==> config.mk <==
export PLATFORM = sky130hd
export DESIGN_NAME = uart_rx
export DESIGN_NICKNAME = d
export VERILOG_FILES = /design/src/rtl/uart_pkg.sv /design/src/rtl/uart_rx_sync.sv /design/src/rtl/uart_rx.sv
export SDC_FILE = /design/constraint.sdc
export NUM_CORES = 1
export LEC_CHECK = 0
export ABC_AREA = 0
export BUFFER_PORTS_ARGS = -buffer_cell sky130_fd_sc_hd__buf_2
export CAP_MARGIN = 5
export CORE_MARGIN = 2
export CORE_UTILIZATION = 35
export DETAILED_ROUTE_END_ITERATION = 10
export SYNTH_ARGS = -nofsm -noshare
export SYNTH_HDL_FRONTEND = slang
export SYNTH_HIERARCHICAL = 1
export SYNTH_SLANG_ARGS = --single-unit
==> constraint.sdc <==
create_clock -name clock -period 2.1 [get_ports clock]
set_input_delay 0.315 -clock clock [delete_from_list [all_inputs] [get_ports clock]]
set_output_delay 0.315 -clock clock [all_outputs]
set_load 0.01 [all_outputs]
==> src/rtl/uart_pkg.sv <==
// Shared UART definitions: frame width and receiver/transmitter state encodings.
// Used by uart_rx and uart_tx.
package uart_pkg;

    localparam int UART_FRAME_DATA_BITS = 8;

    localparam logic [2:0] ST_IDLE       = 3'd0;
    localparam logic [2:0] ST_START_BIT  = 3'd1;
    localparam logic [2:0] ST_DATA_BITS  = 3'd2;
    localparam logic [2:0] ST_PARITY_BIT = 3'd3;
    localparam logic [2:0] ST_STOP_BIT   = 3'd4;
    localparam logic [2:0] ST_CLEANUP    = 3'd5;

    typedef enum logic [2:0] {
        IDLE       = ST_IDLE,
        START_BIT  = ST_START_BIT,
        DATA_BITS  = ST_DATA_BITS,
        PARITY_BIT = ST_PARITY_BIT,
        STOP_BIT   = ST_STOP_BIT,
        CLEANUP    = ST_CLEANUP
    } uart_state_e;

    function automatic logic even_parity(input logic [UART_FRAME_DATA_BITS-1:0] d);
        return ^d;
    endfunction

endpackage

==> src/rtl/uart_rx_sync.sv <==
// Two-flop synchronizer for an asynchronous single-bit input.
// RESET_VALUE sets the level both flops take during reset.
module uart_rx_sync #(
    parameter logic RESET_VALUE = 1'b1
) (
    input  logic clock,
    input  logic reset_n,
    input  logic line_async,
    output logic line_sync
);

    logic meta;

    // Two back-to-back flops to settle metastability on the raw line
    always_ff @(posedge clock or negedge reset_n) begin
        if (!reset_n) begin
            meta      <= RESET_VALUE;
            line_sync <= RESET_VALUE;
        end else begin
            meta      <= line_async;
            line_sync <= meta;
        end
    end

endmodule

==> src/rtl/uart_rx.sv <==
// UART receiver, 8N1, LSB first, mid-bit sampling.
// Define UART_RX_PARITY_EN for 8E1 frames with a parity_error output.
module uart_rx
    import uart_pkg::*;
#(
    parameter int CLOCKS_PER_BIT = 434
) (
    input  logic       clock,
    input  logic       reset_n,
    input  logic       serial_in,
    output logic [7:0] received_data,
    output logic       data_valid,
    output logic       is_receiving,
    output logic       framing_error
`ifdef UART_RX_PARITY_EN
    ,
    output logic       parity_error
`endif
);

    localparam int CW = $clog2(CLOCKS_PER_BIT);
    localparam int IW = $clog2(UART_FRAME_DATA_BITS);
    localparam logic [CW-1:0] LAST_CNT = CW'(CLOCKS_PER_BIT - 1);
    localparam logic [CW-1:0] HALF_CNT = CW'((CLOCKS_PER_BIT - 1) / 2);
    localparam logic [IW-1:0] LAST_IDX = IW'(UART_FRAME_DATA_BITS - 1);

    logic                            line;
    uart_state_e                     state;
    logic [CW-1:0]                   counter;
    logic [IW-1:0]                   bit_index;
    logic [UART_FRAME_DATA_BITS-1:0] shift_reg;
`ifdef UART_RX_PARITY_EN
    logic                            parity_bit;
`endif

    uart_rx_sync #(
        .RESET_VALUE (1'b1)
    ) u_sync (
        .clock      (clock),
        .reset_n    (reset_n),
        .line_async (serial_in),
        .line_sync  (line)
    );

    // Frame FSM: detect start, sample each bit at its centre, check stop
    always_ff @(posedge clock or negedge reset_n) begin
        if (!reset_n) begin
            state         <= IDLE;
            counter       <= '0;
            bit_index     <= '0;
            shift_reg     <= '0;
            received_data <= '0;
            data_valid    <= 1'b0;
            framing_error <= 1'b0;
            is_receiving  <= 1'b0;
`ifdef UART_RX_PARITY_EN
            parity_bit    <= 1'b0;
            parity_error  <= 1'b0;
`endif
        end else begin
            data_valid    <= 1'b0;
            framing_error <= 1'b0;
`ifdef UART_RX_PARITY_EN
            parity_error  <= 1'b0;
`endif
            case (state)
                IDLE: begin
                    counter   <= '0;
                    bit_index <= '0;
                    if (!line) begin
                        state        <= START_BIT;
                        is_receiving <= 1'b1;
                    end
                end
                START_BIT: begin
                    if (counter == HALF_CNT) begin
                        counter <= '0;
                        if (!line) begin
                            state <= DATA_BITS;
                        end else begin
                            state        <= IDLE;
                            is_receiving <= 1'b0;
                        end
                    end else begin
                        counter <= counter + CW'(1);
                    end
                end
                DATA_BITS: begin
                    if (counter == LAST_CNT) begin
                        counter              <= '0;
                        shift_reg[bit_index] <= line;
                        if (bit_index == LAST_IDX) begin
                            bit_index <= '0;
`ifdef UART_RX_PARITY_EN
                            state     <= PARITY_BIT;
`else
                            state     <= STOP_BIT;
`endif
                        end else begin
                            bit_index <= bit_index + IW'(1);
                        end
                    end else begin
                        counter <= counter + CW'(1);
                    end
                end
`ifdef UART_RX_PARITY_EN
                PARITY_BIT: begin
                    if (counter == LAST_CNT) begin
                        counter    <= '0;
                        parity_bit <= line;
                        state      <= STOP_BIT;
                    end else begin
                        counter <= counter + CW'(1);
                    end
                end
`endif
                STOP_BIT: begin
                    if (counter == LAST_CNT) begin
                        counter <= '0;
                        state   <= CLEANUP;
                        if (!line) begin
                            framing_error <= 1'b1;
                        end
`ifdef UART_RX_PARITY_EN
                        else if (parity_bit != even_parity(shift_reg)) begin
                            parity_error <= 1'b1;
                        end
`endif
                        else begin
                            received_data <= shift_reg;
                            data_valid    <= 1'b1;
                        end
                    end else begin
                        counter <= counter + CW'(1);
                    end
                end
                CLEANUP: begin
                    counter      <= '0;
                    is_receiving <= 1'b0;
                    state        <= IDLE;
                end
                default: begin
                    counter      <= '0;
                    bit_index    <= '0;
                    is_receiving <= 1'b0;
                    state        <= IDLE;
                end
            endcase
        end
    end

endmodule

# [Yosys cells after proc, flatten, opt, wreduce, memory -nomap -nowiden]
# Index checks and enable logic that the tools add are counted.
[op_classes] add_sub_neg=2 n_mul=0 div_mod_pow=0 magnitude_cmp=2 n_eq_ne=13 shifts=0 muxes=26 bitwise_logic=2 reduce_logical=9
[op_table] cell="$mux W3" count=7
[op_table] cell="$mux W9" count=2
[op_table] cell="$pmux W9 S2" count=1
[op_table] cell="$pmux W3 S4" count=1
[op_table] cell="$mux W1" count=10
[op_table] cell="$ne A2 B2 Y1 const B" count=5
[op_table] cell="$add A9 B1 Y9 const B" count=1
[op_table] cell="$eq A3 B3 Y1 const B" count=3
[op_table] cell="$eq A9 B8 Y1 const B" count=1
[op_table] cell="$eq A9 B9 Y1 const B" count=1
[op_table] cell="$bwmux W8" count=1
[op_table] cell="$pmux W3 S2" count=1
[op_table] cell="$reduce_and A5 Y1" count=1
[op_table] cell="$lt A3 B4 Y1 const B" count=1
[op_table] cell="$reduce_and A2 Y1" count=2
[op_table] cell="$reduce_and A4 Y1" count=1
[op_table] cell="$add A3 B1 Y3 const B" count=1
[op_table] cell="$demux W1 S3" count=1
[op_table] cell="$eq A3 B1 Y1 const B" count=1
[op_table] cell="$eq A3 B2 Y1 const B" count=1
[op_table] cell="$ge A3 B1 Y1 const B" count=1
[op_table] cell="$logic_not A3 Y1" count=1
[op_table] cell="$pmux W1 S3" count=1
[op_table] cell="$reduce_and A3 Y1" count=1
[op_table] cell="6 further kinds" count=7
[word_totals] regBits=36 latch_bits=0 mem_bits_rw=0 romBits=0 inputBits=3 output_inout_bits=11 elab_cells=64 mem_count=0

# [Logic depth before layout (Yosys ltp)]
# Gate-level depths: netlist of the first run.
[logic_depth] ltp_word=5 depth_mapped=7 depth_no_buf=5

# [Modules after synthesis]
# The synthesis of the first run kept the hierarchy.
[modules_own_cells] mod="uart_rx" n_inst=1 cells_each=156 area_per_inst_um2=1798.0 seq_area_each_um2=850.8
[modules_own_cells] mod="uart_rx_sync" n_inst=1 cells_each=2 area_per_inst_um2=52.6 seq_area_each_um2=52.6

# [Worst setup path after synthesis of the first run]
# No wires, ideal clock.
[synth_timing] path_type="reg2reg" start="register counter[0]" end="register shift_reg[3]" setup_ps=125 arrival_ps=1473 t_required_ps=1975 path_slack_ps=503 path_stages_with_launch=7 path_buffers=2 cell_sequence="dfrtp_1 > ha_1 > and4b_1 > buf_2 > buf_2 > nand4_1 > mux2_2"
[synth_between] elab_chain_cells=2
[synth_rtl] item="from (decl)" line_no="uart_rx.sv:29" text="logic [CW-1:0] counter;"
[synth_rtl] item="from (signal assigned)" line_no="uart_rx.sv:85" text="counter <= counter + CW'(1);"
[synth_rtl] item="from (signal assigned)" line_no="uart_rx.sv:103" text="counter <= counter + CW'(1);"
[synth_rtl] item="from (signal assigned)" line_no="uart_rx.sv:134" text="counter <= counter + CW'(1);"
[synth_rtl] item="$eq A9 B9 Y1" line_no="uart_rx.sv:89" text="if (counter == LAST_CNT) begin"
[synth_rtl] item="$reduce_and A2 Y1 (no line)"
[synth_rtl] item="to (signal, indexed assignment)" line_no="uart_rx.sv:91" text="shift_reg[bit_index] <= line;"
[synth_rtl] item="to (decl)" line_no="uart_rx.sv:31" text="logic [UART_FRAME_DATA_BITS-1:0] shift_reg;"
# Every way passes these cells.
# A chain may end at the register's enable or synchronous reset.

# [Final worst setup path of the first run]
[layout_timing] start="register counter[0]" end="register counter[5]"
[layout_between] elab_chain_cells=3 elab_cells_between_ends=6 classes_between="1 x add/sub; 2 x eq/ne; 3 x mux"
[layout_rtl] item="$add A9 B1 Y9 (tied with other cells)" line_no="uart_rx.sv:85, uart_rx.sv:103, uart_rx.sv:134"
[layout_rtl] item="$mux W9, on equally long branches" line_no="uart_rx.sv:89, uart_rx.sv:118, uart_rx.sv:76"
[layout_rtl] item="$pmux W9 S2 *" line_no="uart_rx.sv:66" text="case (state)"
# Every way passes the cells marked *; elsewhere a longest branch is shown, timed or not.

==> reports/qor.yml, run 1 <==
drt:
  wirelength_mm: 3.50
  drtIter0Drc: 101
  wl_per_cell_um: 14.5
  avgViaCountPerCell: 5.27
  ant_nets: 0
  drc: 0
  num_vias: 1269
  drt_pass1_iterations: 4
layout:
  seqCellArea_um2: 903
  multi_input_area_um2: 840
  post-route-util: 0.404
  n_fill_cell: 510
  instances_no_fill: 241
  antenna_cells: 0
  largest_register_ffs: 9
  drive_above_1_share: 0.310
  area_growth_pct: 11.5
  fin_nets: 178
timing:
  min_period_over_period: 0.855
  relSlewSlack: 0.456
  maxSlewViolCount: 0
  finalHoldViolations: 0
  worst_pin_slew_ns: 0.817
  fin_crit_ns: 1.80
  skew_ns: 0.00935
  fmax_mhz: 557
  finalSetupViolCount: 0
  tns_ns: 0
  rsz0062_at_grt: "no"
cts:
  cts.sinks: 36
  cts_tree: "done"
  path_clk_slew_ns: 0.08
  htreeDepth: 2
  post-cts-setup-buffers: 0
  cts_resized: 0
  numCtsBuffers: 5
  hold_buffers: 0
  insertion_delay_ns: 0.29
  cts-root-buf: "clkbuf_8"
  cts_buffer_depth: 2
setup_path:
  cp.arrival_ns: 1.95
  setup.worst_path.class: "flop to flop"
  cp-end-kind: "flop"
  crit_required_ns: 2.26
  cp-start-kind: "flop"
  path_max_fanout: 9
synthesis:
  ys_types: 43
  synthAdderAreaFrac: 0.0338
  muxShareOfSynthArea: 0.0974
  synth_compound_area_frac: 0.116
  ys_seq_area_frac: 0.488
  synth_top_family_by_area: "simple AND/OR/NAND/NOR gates"
  syn_nets: 166
  yosys.area_share.simple: 0.183
  synth-seq-cells: 36
  synth-xor-area-share: 0.0237
  ys.warnings.count: 6
  syn_area_per_cell_um2: 11.7
  syn_area_mm2: 0.00185
  netlist_instances: 158
die:
  die_h_um: 76.7
  die_w_um: 76.7
  rows: 26
  coreArea_mm2: 0.00511
  die-area_mm2: 0.00589
  start_util: 0.362
  ios: 14
global_routing:
  grt_usage: 0.130
  antenna_found_initial: 0
  grt_pass1_wl_mm: 6.11
  globalRoute.totalOverflow: 0
  grt_max_degree: 37
  grt_pass1_vias: 1290
pwr:
  ir_worst_vdd_uv: 364
  leakage_nw: 0.947
  powerDensity_mw_per_mm2: 647
placement:
  hpwlAfterDp_mm: 2.36
  gp_congestion: 0.822
  portBuffers: 13
  place_inst: 233
status:
  run_status: "finished clean"
hold_path:
  hold_path.class: "input pin to async pin"
job:
  cap_viol_max_count: 0
layout by cell type (no fill, tap or decap), drive strengths merged, types with 3 or more instances in the layout:
master / synthesis / final
nand2: 10 / 10
buf: 10 / 18
o21ai: 5 / 5
nand3b: 3 / 3
nor3b: 5 / 5
xor2: 3 / 3
a211o: 4 / 4
mux2: 16 / 16
inv: 5 / 5
clkbuf: 3 / 5
nand3: 4 / 4
dfrtp: 34 / 34
nand4: 12 / 12
a22oi: 4 / 4
and3b: 3 / 3
a21oi: 4 / 4
or3: 4 / 4
ha: 5 / 5
synth_stat cells:
cell,n,area share
dfrtp_1,34,0.46
mux2_2,16,0.097
nand4_1,11,0.037
nand2_1,10,0.020
ha_1,5,0.034
inv_1,5,0.010
a211o_1,4,0.019
a21oi_1,4,0.011
a22oi_2,4,0.027
buf_6,4,0.024
nand3_1,4,0.011
nor3b_1,4,0.016
o21ai_0,4,0.011
or3_1,4,0.014
and3b_1,3,0.014
clkbuf_1,3,0.0061
nand3b_1,3,0.012
xor2_1,3,0.014
buf_1,2,0.0041
buf_2,2,0.0054
buf_4,2,0.0081
dfstp_2,2,0.028
nor2_1,2,0.0041
nor3_1,2,0.0054
o311ai_0,2,0.0095
xnor2_1,2,0.0095
a211oi_1,1,0.0041
a21boi_2,1,0.0061
a32o_1,1,0.0054
and2_1,1,0.0034
and3_1,1,0.0034
and4b_1,1,0.0054
and4bb_1,1,0.0068
nand4_2,1,0.0068
nor3b_2,1,0.0068
o211ai_1,1,0.0041
o211ai_2,1,0.0068
o21ai_1,1,0.0027
o2bb2a_1,1,0.0054
o2bb2ai_1,1,0.0047
or2_1,1,0.0034
or4b_1,1,0.0054
or4b_4,1,0.0074
final timing paths:
path                                   from          endpoint  slack, ns  depth (start not counted)
worst max-delay path             counter[0]        counter[5]       0.30                          6
worst min-delay path                reset_n  received_data[5]       0.11                          1
worst max register to register   counter[0]        counter[5]       0.30                          6
worst min register to register  u_sync/meta  u_sync/line_sync       0.36                          0
max in group asynchronous           reset_n        counter[3]       1.46                          1
min in group clock                serial_in       u_sync/meta       0.12                          1
where the power goes:
part	internal [W]	switching, W
registers	0.000696	0.000000703
logic	0.00000340	0.0000179
clock network	0.000351	0.000265
critical path, stage by stage, from the launching register on:
cell     delay, ns
dfrtp_1       0.43
inv_1         0.08
ha_1          0.14
or4b_1        0.42
o21ai_1       0.25
buf_4         0.24
a22oi_2       0.09
metrics by stage:
stage	worst slack [ns]	hold slack, ns	total power, W	cell area (um2)
floorplan	0.503	0.0194	0.000714	1850
global placement	0.414	0.347	0.000732	1950
detailed placement	0.311	0.349	0.000733	1950
CTS	0.290	0.117	0.00134	2060
global route	0.143	0.116	0.00138	2060
finish	0.305	0.106	0.00133	2060
layout make-up:
| type | instances | area share |
|---|---|---|
| Inverter | 5 | 0.00910 |
| Clock inverter | 3 | 0.0206 |
| Clock buffer | 5 | 0.0334 |
| Sequential cell | 36 | 0.438 |
| Multi-Input combinational cell | 104 | 0.407 |
| Tap cell | 70 | 0.0424 |
| Timing Repair Buffer | 18 | 0.0497 |
metal layers:
layer	track usage	wire [um]
met5	0	0
met2	0.213	1750
met1	0.166	1610
met3	0.0329	86
met4	0.0491	59
logic make-up (layout without fill, tap and decap cells):
family / Yosys count / in the layout
mux: 16 / 16
xor+xnor: 5 / 5
fa+ha+maj: 5 / 5
flops: 36 / 36
compound gates: 26 / 26
simple gates: 52 / 52
buf+inv: 18 / 31
Power figures use the tool's default switching activity.
==> inputs of run 2 (changes only) <==
--- a/config.mk
+++ b/config.mk
@@ -11,6 +11,7 @@
 export CORE_MARGIN = 2
 export CORE_UTILIZATION = 35
 export DETAILED_ROUTE_END_ITERATION = 10
+export REMOVE_ABC_BUFFERS = 1
 export SYNTH_ARGS = -nofsm -noshare
 export SYNTH_HDL_FRONTEND = slang
 export SYNTH_HIERARCHICAL = 1
==> run 2 against run 1 <==
  * Final area fell by 0.85%
  * Worst hold slack improved by 0.0071 ns
  * Register-to-register slack got worse by 0.02 ns
  * Clock skew fell by 0.0029 ns
  * Via count fell by 1.4%
  * Combinational power fell by 4%
  * Non-clock buffer count did not move
  * Power fell by 8.7%
  * Worst setup slack got worse by 0.021 ns
  * Highest routed layer unchanged
==> reports/qor.yml, run 2 (synthesis gave the netlist of run 1 again) <==
status:
  run_status: "finished clean"
cts:
  htreeDepth: 2  # unchanged
  post-cts-setup-buffers: 0  # unchanged
  cts_tree: "done"
  hold_buffers: 0  # unchanged
  cts.sinks: 36  # unchanged
  cts_buffer_depth: 2  # unchanged
  insertion_delay_ns: 0.28  # about the same
  path_clk_slew_ns: 0.07  # about the same
  cts_resized: 0  # unchanged
  numCtsBuffers: 5  # unchanged
  cts-root-buf: "clkbuf_8"
timing:
  fmax_mhz: 550  # -1.2%
  worst_pin_slew_ns: 0.780  # -0.0364 ns
  min_period_over_period: 0.865  # +0.0102
  relSlewSlack: 0.480  # +0.0243
  holdWs_ns: 0.113  # +0.00713 ns
  fin_crit_ns: 1.82  # +0.0215 ns
  skew_ns: 0.00645  # -0.00291 ns
  finalSetupViolCount: 0  # unchanged
  maxSlewViolCount: 0  # unchanged
  finalHoldViolations: 0  # unchanged
  rsz0062_at_grt: "no"
  tns_ns: 0  # unchanged
  setup_slack_ns: 0.283  # -0.0215 ns
pwr:
  powerDensity_mw_per_mm2: 596  # -7.9%
  ir_worst_vdd_uv: 337  # -7.2%
  leakage_nw: 0.937  # -1.0%
die:
  die-area_mm2: 0.00589  # unchanged
  rows: 26  # unchanged
  coreArea_mm2: 0.00511  # unchanged
  start_util: 0.362  # unchanged
  die_w_um: 76.7  # unchanged
  ios: 14  # unchanged
  die_h_um: 76.7  # unchanged
global_routing:
  globalRoute.totalOverflow: 0  # unchanged
  antenna_found_initial: 0  # unchanged
  grt_pass1_vias: 1315  # +1.9%
  grt_max_degree: 37  # unchanged
  grt_usage: 0.122  # -0.00864
  grt_pass1_wl_mm: 5.82  # -4.9%
setup_path:
  cp.arrival_ns: 1.97  # +0.02 ns
  rr_worst_depth: 6  # unchanged
  cp-end-kind: "flop"
  timing.rr.start: "counter[0]"
  crit_required_ns: 2.25  # about the same
  path_max_fanout: 9  # unchanged
  setup.worst_path.class: "flop to flop"
  cp-startpoint: "counter[0]"
  crit_chain: "inv_1, ha_1, or4b_1, o21ai_1, buf_4, a22oi_2"
  ff2ff_setup_slack_ns: 0.28  # -0.02 ns
  critPathMaxStageDelay_ns: 0.43  # about the same
  cp-start-kind: "flop"
  cp_slowest_cell: "dfrtp_1"
  r2r_end: "counter[5]"
drt:
  drc: 0  # unchanged
  ant_nets: 0  # unchanged
  drtIter0Drc: 73  # -28%
  wl_per_cell_um: 13.7  # -5.5%
  drt_pass1_iterations: 4  # unchanged
  wirelength_mm: 3.31  # -5.5%
  avgViaCountPerCell: 5.19  # -1.4%
  num_vias: 1251  # -1.4%
placement:
  hpwlAfterDp_mm: 2.34  # -0.76%
  place_inst: 233  # unchanged
  dp_slack_ns: 0.312  # +0.000724 ns
  gp_congestion: 0.834  # +1.5%
  portBuffers: 13  # unchanged
layout:
  drive_above_1_share: 0.304  # -0.00585
  largest_register_ffs: 9  # unchanged
  multi_input_area_um2: 840  # unchanged
  layout_common_cells: "dfrtp_1, mux2_2, buf_2"
  seqCellArea_um2: 903  # unchanged
  instances_no_fill: 241  # unchanged
  area_growth_pct: 10.5
  fin_nets: 178  # unchanged
  n_fill_cell: 512  # +0.39%
  final_common_cell: "dfrtp_1"
  antenna_cells: 0  # unchanged
job:
  cap_viol_max_count: 0  # unchanged
hold_path:
  hold_path.class: "input pin to async pin"
## run 2: cell types whose count changed in the layout (fill, tap and decap cells not counted)
cell | previous run | this run
bufinv_16 | 1 | 0
clkbuf_1 | 0 | 1
clkbuf_8 | 5 | 6
clkinv_2 | 1 | 0
## run 2: metal layers
layer,vias to the layer above,routed length [um],global-route usage
met5,-,0,0
met4,0,38,0.0545
met3,4,118,0.0318
met2,25,1730,0.210
met1,617,1420,0.141
li1,605,-,-
## run 2: power by group
part           internal, W   total, W  switching, W  leakage, nW
Clock             0.000266   0.000501      0.000235       0.0445
Sequential        0.000697   0.000697   0.000000748        0.476
Combinational   0.00000339  0.0000205     0.0000171        0.417
## run 2: how the worst max path moves through the flow
stage	endpoint	cells after the start
2_1_floorplan	is_receiving	5
3_3_place_gp	counter[6]	6
3_5_place_dp	counter[0]	6
4_1_cts	counter[5]	6
5_1_grt	counter[2]	6
6_report	counter[5]	6
## run 2: through the flow
step                      area (um2)  utilization  power, W
after floorplan                 1760            -  0.000714
after global placement          1950        0.382  0.000732
after detailed placement        1950        0.382  0.000733
after CTS                       2050        0.401   0.00124
after global routing            2050        0.401   0.00128
final                           2050        0.401   0.00122
## run 2: layout make-up
| type | count | area share |
|---|---|---|
| Multi-Input combinational cell | 104 | 0.410 |
| Sequential cell | 36 | 0.442 |
| Inverter | 5 | 0.00917 |
| Tap cell | 70 | 0.0428 |
| Clock inverter | 1 | 0.00367 |
| Clock buffer | 7 | 0.0422 |
| Timing Repair Buffer | 18 | 0.0502 |
## run 2: worst max-delay path, delay by kind of cell (launching register included)
| kind | cells | cell delay [ns] |
|---|---|---|
| simple gates | 1 | 0.43 |
| flops | 1 | 0.43 |
| fa+ha+maj | 1 | 0.14 |
| compound gates | 2 | 0.36 |
| buf+inv | 2 | 0.32 |
